File: src/rtl/rtc_pkg.sv
// Stopwatch control types shared by the trigger controller and the display/latch blocks.
// The state encoding is visible on o_state, so downstream LED decode relies on these values.
package rtc_pkg;

   typedef enum logic [1:0] {
      IDLE     = 2'b00,
      COUNTING = 2'b01,
      PAUSE    = 2'b10,
      LAP      = 2'b11
   } state_t;

   typedef struct packed {
      logic count_init;
      logic count_enb;
      logic latch_count;
   } ctrl_t;

   // Moore decode of the datapath controls; unreachable encodings fall back to IDLE controls.
   function automatic ctrl_t decode_ctrl(input state_t s);
      ctrl_t c;
      case (s)
         IDLE:     c = '{count_init: 1'b1, count_enb: 1'b0, latch_count: 1'b0};
         COUNTING: c = '{count_init: 1'b0, count_enb: 1'b1, latch_count: 1'b0};
         LAP:      c = '{count_init: 1'b0, count_enb: 1'b1, latch_count: 1'b1};
         PAUSE:    c = '{count_init: 1'b0, count_enb: 1'b0, latch_count: 1'b1};
         default:  c = '{count_init: 1'b1, count_enb: 1'b0, latch_count: 1'b0};
      endcase
      return c;
   endfunction

endpackage

File: src/rtl/rtc_debounce.sv
// Single-button debouncer: level accepted after BOUND+1 matching samples (BOUND+1 clks after first
// sample), one-clock rise pulse one clk later. No backpressure; any bounce restarts the window.
module rtc_debounce #(
   parameter int BOUND = 1_000_000,
   parameter int W     = $clog2(BOUND + 1)
) (
   input  logic i_sclk,
   input  logic i_reset_n,
   input  logic i_raw,
   output logic o_db,
   output logic o_rise
);

   logic         prv;
   logic         db_q;
   logic [W-1:0] cnt;

   always_ff @(posedge i_sclk or negedge i_reset_n) begin
      if (!i_reset_n) begin
         prv    <= 1'b0;
         cnt    <= '0;
         o_db   <= 1'b0;
         db_q   <= 1'b0;
         o_rise <= 1'b0;
      end else begin
         prv <= i_raw;
         // Counter saturates so a long stable level never re-opens the window.
         if (i_raw != prv) begin
            cnt <= '0;
         end else if (cnt != W'(BOUND)) begin
            cnt <= cnt + W'(1);
         end
         if ((i_raw == prv) && (cnt == W'(BOUND))) begin
            o_db <= i_raw;
         end
         db_q   <= o_db;
         o_rise <= o_db & ~db_q;
      end
   end

endmodule

File: src/rtl/rtc_trigger_ctrl.sv
// Stopwatch front-end: two debounced buttons drive a Moore FSM controlling the RTC counter/latch.
// Button edge to output change is DB_BOUND+3 clks; lap held LONG_CYCLES clks in PAUSE clears to IDLE.
module rtc_trigger_ctrl
   import rtc_pkg::*;
#(
   parameter int DB_BOUND    = 1_000_000,
   parameter int LONG_CYCLES = 50_000_000
) (
   input  logic       i_sclk,
   input  logic       i_reset_n,
   input  logic       i_trigger,
   input  logic       i_lap,
   output logic       o_count_init,
   output logic       o_count_enb,
   output logic       o_latch_count,
   output logic [1:0] o_state
);

   localparam int DB_W   = $clog2(DB_BOUND + 1);
   localparam int LONG_W = $clog2(LONG_CYCLES + 1);

   state_t              cur;
   state_t              nxt;
   logic                trig_lvl_unused;
   logic                trig_rise;
   logic                lap_db;
   logic                lap_rise;
   logic [LONG_W-1:0]   hold_cnt;
   logic                hold_qual;
   logic                clear;
   ctrl_t               ctrl;

   rtc_debounce #(.BOUND(DB_BOUND), .W(DB_W)) u_trig (
      .i_sclk    (i_sclk),
      .i_reset_n (i_reset_n),
      .i_raw     (i_trigger),
      .o_db      (trig_lvl_unused),
      .o_rise    (trig_rise)
   );

   rtc_debounce #(.BOUND(DB_BOUND), .W(DB_W)) u_lap (
      .i_sclk    (i_sclk),
      .i_reset_n (i_reset_n),
      .i_raw     (i_lap),
      .o_db      (lap_db),
      .o_rise    (lap_rise)
   );

   // Hold counter only runs while paused, so lap held across entry into PAUSE counts from entry.
   assign hold_qual = (cur == PAUSE) && lap_db;
   assign clear     = hold_qual && (hold_cnt == LONG_W'(LONG_CYCLES - 1));

   always_ff @(posedge i_sclk or negedge i_reset_n) begin
      if (!i_reset_n) begin
         hold_cnt <= '0;
      end else if (!hold_qual) begin
         hold_cnt <= '0;
      end else if (hold_cnt != LONG_W'(LONG_CYCLES)) begin
         hold_cnt <= hold_cnt + LONG_W'(1);
      end
   end

   always_ff @(posedge i_sclk or negedge i_reset_n) begin
      if (!i_reset_n) begin
         cur <= IDLE;
      end else begin
         cur <= nxt;
      end
   end

   // Trigger is tested first in every state so it wins over a same-clock lap press or clear.
   always_comb begin
      nxt = cur;
      case (cur)
         IDLE: begin
            if (trig_rise) nxt = COUNTING;
         end
         COUNTING: begin
            if (trig_rise)     nxt = PAUSE;
            else if (lap_rise) nxt = LAP;
         end
         LAP: begin
            if (trig_rise)     nxt = PAUSE;
            else if (lap_rise) nxt = COUNTING;
         end
         PAUSE: begin
            if (trig_rise)  nxt = COUNTING;
            else if (clear) nxt = IDLE;
         end
         default: nxt = IDLE;
      endcase
   end

   assign ctrl          = decode_ctrl(cur);
   assign o_count_init  = ctrl.count_init;
   assign o_count_enb   = ctrl.count_enb;
   assign o_latch_count = ctrl.latch_count;
   assign o_state       = cur;

endmodule

File: config.mk
export PLATFORM = sky130hd
export DESIGN_NAME = rtc_trigger_ctrl
export DESIGN_NICKNAME = d
export VERILOG_FILES = /design/src/rtl/rtc_pkg.sv /design/src/rtl/rtc_debounce.sv /design/src/rtl/rtc_trigger_ctrl.sv
export SDC_FILE = /design/constraint.sdc
export NUM_CORES = 1
export LEC_CHECK = 0
export ABC_AREA = 0
export CORE_MARGIN = 2
export CORE_UTILIZATION = 45
export DETAILED_ROUTE_END_ITERATION = 16
export PLACE_DENSITY = 0.61
export SLEW_MARGIN = 20
export SYNTH_ARGS = -nofsm -noshare
export SYNTH_HDL_FRONTEND = slang
export SYNTH_SLANG_ARGS = --single-unit
File: constraint.sdc
create_clock -name i_sclk -period 2.1 [get_ports i_sclk]
set_clock_uncertainty 0.2 [all_clocks]
set_input_delay 0.42 -clock i_sclk [delete_from_list [all_inputs] [get_ports i_sclk]]
set_output_delay 0.42 -clock i_sclk [all_outputs]
set_load 0.01 [all_outputs]
==> results.txt <==
- The flow ran to the end, and the final reports show no timing, DRC or antenna violations.
- The number of slew-limit violations in the final report was 0.
* Setup violations, final: 0
- The detailed router placed 3237 vias in this run.
- Area Growth Syn to Fin: 18.3%
- The finished layout holds approximately 580 standard cells, fillers aside.
- Final period util: 0.956
- Measured against its own limit, the worst slew margin works out to 0.659.
- The worst setup path is captured at an output port.
- Summed over all layers, the global routing overflow is 0.
- Hold WC Path Type: flip-flop to flip-flop
* Lkg Pwr: 0.00184 uW
- The cell area that synthesis handed to floorplanning was 3930 sq um.
- Pwr Density: 644 nW/um^2
- Of the cells placed in the final design, the portion with a size suffix greater than 1 is 0.135.
* Cell Count Post-Placement: 553
- In this run the count of I/O pins placed on the die edge is 9.
* Via density: 5.62
- Clock tree synthesis selected as its root buffer the cell sky130_fd_sc_hd__clkbuf_8.
- Sequential element share of the synthesized area: 0.484
- Setup CP Type: flip-flop to output port
* Overall Global Routing Usage: 0.183
- Register clock-pin slew on the reported worst setup and hold paths: about 0.090 ns
- Share of the synthesized area in the top cell type: 0.484
* Synthesized instance count: 421
- Measured along the y axis, the die boundary spans 97.5 um.
- The wire-length estimate of the detail-placed layout is 5670 um.
- In this run the number of H-tree levels came out at 3.
* Number of remaining DRC errors: 0
- STA puts the critical path data required time at between 1 and 1.5 ns.
* Aggregate routed wire length: 8260 um
* Setup repair after global routing missed its margin: true
* Number of buffers added on ports: 8
- Placer Congestion: 0.809
- In the post-synthesis netlist, the biggest area contributors are sky130_fd_sc_hd__dfrtp_1 48%, sky130_fd_sc_hd__a21oi_1 5.3%, sky130_fd_sc_hd__nand2_1 3.1%, sky130_fd_sc_hd__or4_1 3.1%, sky130_fd_sc_hd__o21ai_0 2.9%.
- Synthesis inferred 76 register bits.
- Worst setup slack after layout: 0.0925 ns
- Row Count: 34
* Clock insertion delay at the later pin of the skew report: between 0.3 and 0.4 ns
- Setup_tns: 0 ns
- First-pass GRT wire length: 14600 um
- In this run, CTS created clock tree buffers numbering 9.
- Clock sink count: 76
- Total of max-cap violations: 0
- At the worst endpoint, the arrival time is 1.39 ns.
- Dividing the detail-routed wire length by the instance count gives approximately 14 um.
- The floorplan step defined a die boundary enclosing 9500 sq um.
- The routed design could run at a clock period as short as 2.01 ns.
* Transition at the pin with the smallest max-transition slack: 0.505 ns
* Core area: roughly 8600 sq um
* Count of nets after finishing: approximately 470
* Synthesized area per cell: 9.34 sq um
- On the final layout, the worst hold slack is just under 0.2 ns.
* Yosys Warn Count: 0
* Post-Syn Nets: ~430
* DRT Pass-1 Iters: 4
- Prior to clock tree synthesis, the placed netlist has a worst setup slack of about 0.057 ns.
* Remaining antenna violation count: 0
- Synthesis instantiated 39 different standard cells from the library.
* Number of global-route vias before repair: 3196
- Entering global routing, the biggest net connects 35 pins.
* Max VDD drop: 0.000355 V
- Peak clock frequency supported by timing: 498 MHz
- Iteration-0 DRC count of the detailed router: 156
- Clk buf depth: 2
- STA classifies the critical path startpoint as a flip-flop.
- Peak fanout along the critical path: 4
- TritonCTS clock tree: built
- The initial utilization of the core area, before any placement, comes to 0.458.
* Fin. Hold Viols: 0
* Number of antenna violations at the first check in global routing: 0
- 0 antenna diodes ended up in the layout.
- Summed over all instances, the cell type with the most area after synthesis is sky130_fd_sc_hd__dfrtp_1.
- Fraction of the core area covered by cells at the end of the flow: 0.541
* Die X: 97.5 um
[sequential cells by signal, summed over array words and instances, names as in the netlist]
name,cells
u_trig.o_db,1
u_trig.cnt,20
u_trig.prv,1
u_trig.db_q,1
u_lap.o_db,1
u_trig.o_rise,1
u_lap.cnt,20
u_lap.db_q,1
hold_cnt,26
u_lap.o_rise,1
u_lap.prv,1
o_state,2
[metal layers]
layer / share of wire / track usage / vias up
met2: 0.48 / 0.304 / 29
li1: - / - / 1623
met5: 0 / 0 / -
met3: 0.021 / 0.0367 / 9
met1: 0.49 / 0.246 / 1576
met4: 0.0081 / 0.0502 / 0
[final timing paths]
| path | end | from | cells after the start | slack, ns |
|---|---|---|---|---|
| hold reg to reg | u_lap.o_rise | u_lap.db_q | 1 | 0.19 |
| setup reg to reg | u_lap.cnt[16] | u_lap.cnt[0] | 5 | 0.13 |
| setup / recovery | o_latch_count | o_state[1] | 2 | 0.09 |
| hold / removal | u_lap.o_rise | u_lap.db_q | 1 | 0.19 |
| max in group asynchronous | u_lap.cnt[0] | i_reset_n | 3 | 0.80 |
| min in group asynchronous | o_state[0] | i_reset_n | 2 | 0.34 |
[per-stage QoR]
step | cell area [sq um] | power, uW
3_5_place_dp | 4340 | 1690
2_1_floorplan | 3930 | 1600
6_report | 4650 | 3000
3_3_place_gp | 4340 | 1680
5_1_grt | 4650 | 3130
4_1_cts | 4600 | 3030
[Yosys cell counts]
master and number:
sky130_fd_sc_hd__mux2i_1 1, sky130_fd_sc_hd__ha_1 6, sky130_fd_sc_hd__nand2b_1 2, sky130_fd_sc_hd__nor4bb_1 2
sky130_fd_sc_hd__nand4_1 12, sky130_fd_sc_hd__clkbuf_1 14, sky130_fd_sc_hd__a311o_1 1, sky130_fd_sc_hd__a31oi_1 3
sky130_fd_sc_hd__nor3b_1 1, sky130_fd_sc_hd__and3b_1 1, sky130_fd_sc_hd__nand2_1 33, sky130_fd_sc_hd__a31o_2 1
sky130_fd_sc_hd__o31a_1 1, sky130_fd_sc_hd__xor2_1 13, sky130_fd_sc_hd__and2_1 6, sky130_fd_sc_hd__nand3_1 21
sky130_fd_sc_hd__o41a_1 1, sky130_fd_sc_hd__xnor2_1 13, sky130_fd_sc_hd__or4_1 16, sky130_fd_sc_hd__nor2b_1 4
sky130_fd_sc_hd__o21ai_0 23, sky130_fd_sc_hd__nor3_1 8, sky130_fd_sc_hd__nand3_2 1, sky130_fd_sc_hd__inv_1 20
sky130_fd_sc_hd__buf_2 2, sky130_fd_sc_hd__a21oi_1 42, sky130_fd_sc_hd__and4b_1 1, sky130_fd_sc_hd__nand4b_1 2
sky130_fd_sc_hd__o31ai_1 15, sky130_fd_sc_hd__o211ai_1 2, sky130_fd_sc_hd__nor4_1 5, sky130_fd_sc_hd__nand3b_1 1
sky130_fd_sc_hd__o21a_1 1, sky130_fd_sc_hd__or3_1 18, sky130_fd_sc_hd__nor2_1 26, sky130_fd_sc_hd__and3_1 11
sky130_fd_sc_hd__and4_1 7, sky130_fd_sc_hd__dfrtp_1 76, sky130_fd_sc_hd__nor4b_1 8
[worst max-delay path: stages (launching register included)]
cell,delay (ns)
sky130_fd_sc_hd__dfrtp_2,0.44
sky130_fd_sc_hd__buf_4,0.14
sky130_fd_sc_hd__clkdlybuf4s50_1,0.47
[layout make-up]
class	instances	area, sq um
Timing Repair Buffer	47	388
Sequential cell	76	1900
Clock inverter	6	113
Inverter	20	75.1
Multi-Input combinational cell	309	1910
Tap cell	108	135
Clock buffer	10	128
Fill cell	793	3940
[where the power goes]
part / leakage (uW) / internal, uW / switching [uW] / total (uW)
registers: 0.00105 / 1480 / 18.5 / 1500
clock network: 0.000120 / 793 / 551 / 1340
logic: 0.000675 / 57.1 / 97.9 / 155
total: 0.00184 / 2330 / 667 / 3000
[layout by cell type, fill, tap and decap left out, types with 14 or more instances in the layout]
master | Yosys | layout
sky130_fd_sc_hd__o31ai_1 | 15 | 15
sky130_fd_sc_hd__nor2_1 | 26 | 26
sky130_fd_sc_hd__a21oi_1 | 42 | 42
sky130_fd_sc_hd__o21ai_0 | 23 | 23
sky130_fd_sc_hd__or4_1 | 16 | 14
sky130_fd_sc_hd__nand2_1 | 33 | 32
sky130_fd_sc_hd__inv_1 | 20 | 20
sky130_fd_sc_hd__buf_4 | 0 | 38
sky130_fd_sc_hd__nand3_1 | 21 | 21
sky130_fd_sc_hd__dfrtp_1 | 76 | 74
sky130_fd_sc_hd__or3_1 | 18 | 17
[logic make-up after synthesis]
| kind of cell | synth area share |
|---|---|
| compound gates | 0.132 |
| xor+xnor | 0.0579 |
| fa+ha+maj | 0.0191 |
| buf+inv | 0.0350 |
| flops | 0.484 |
| mux | 0.00255 |
| simple gates | 0.270 |
[what timing repair did]
item	CTS	global route
pin swaps	0	1
setup endpoints to repair	3	15
cloned	0	0
resized for setup	2	6
endpoints found under the hold margin	28	0
setup buffers	2	4
hold buffers	1	0
Note: power is estimated with default switching activity, not from simulation.
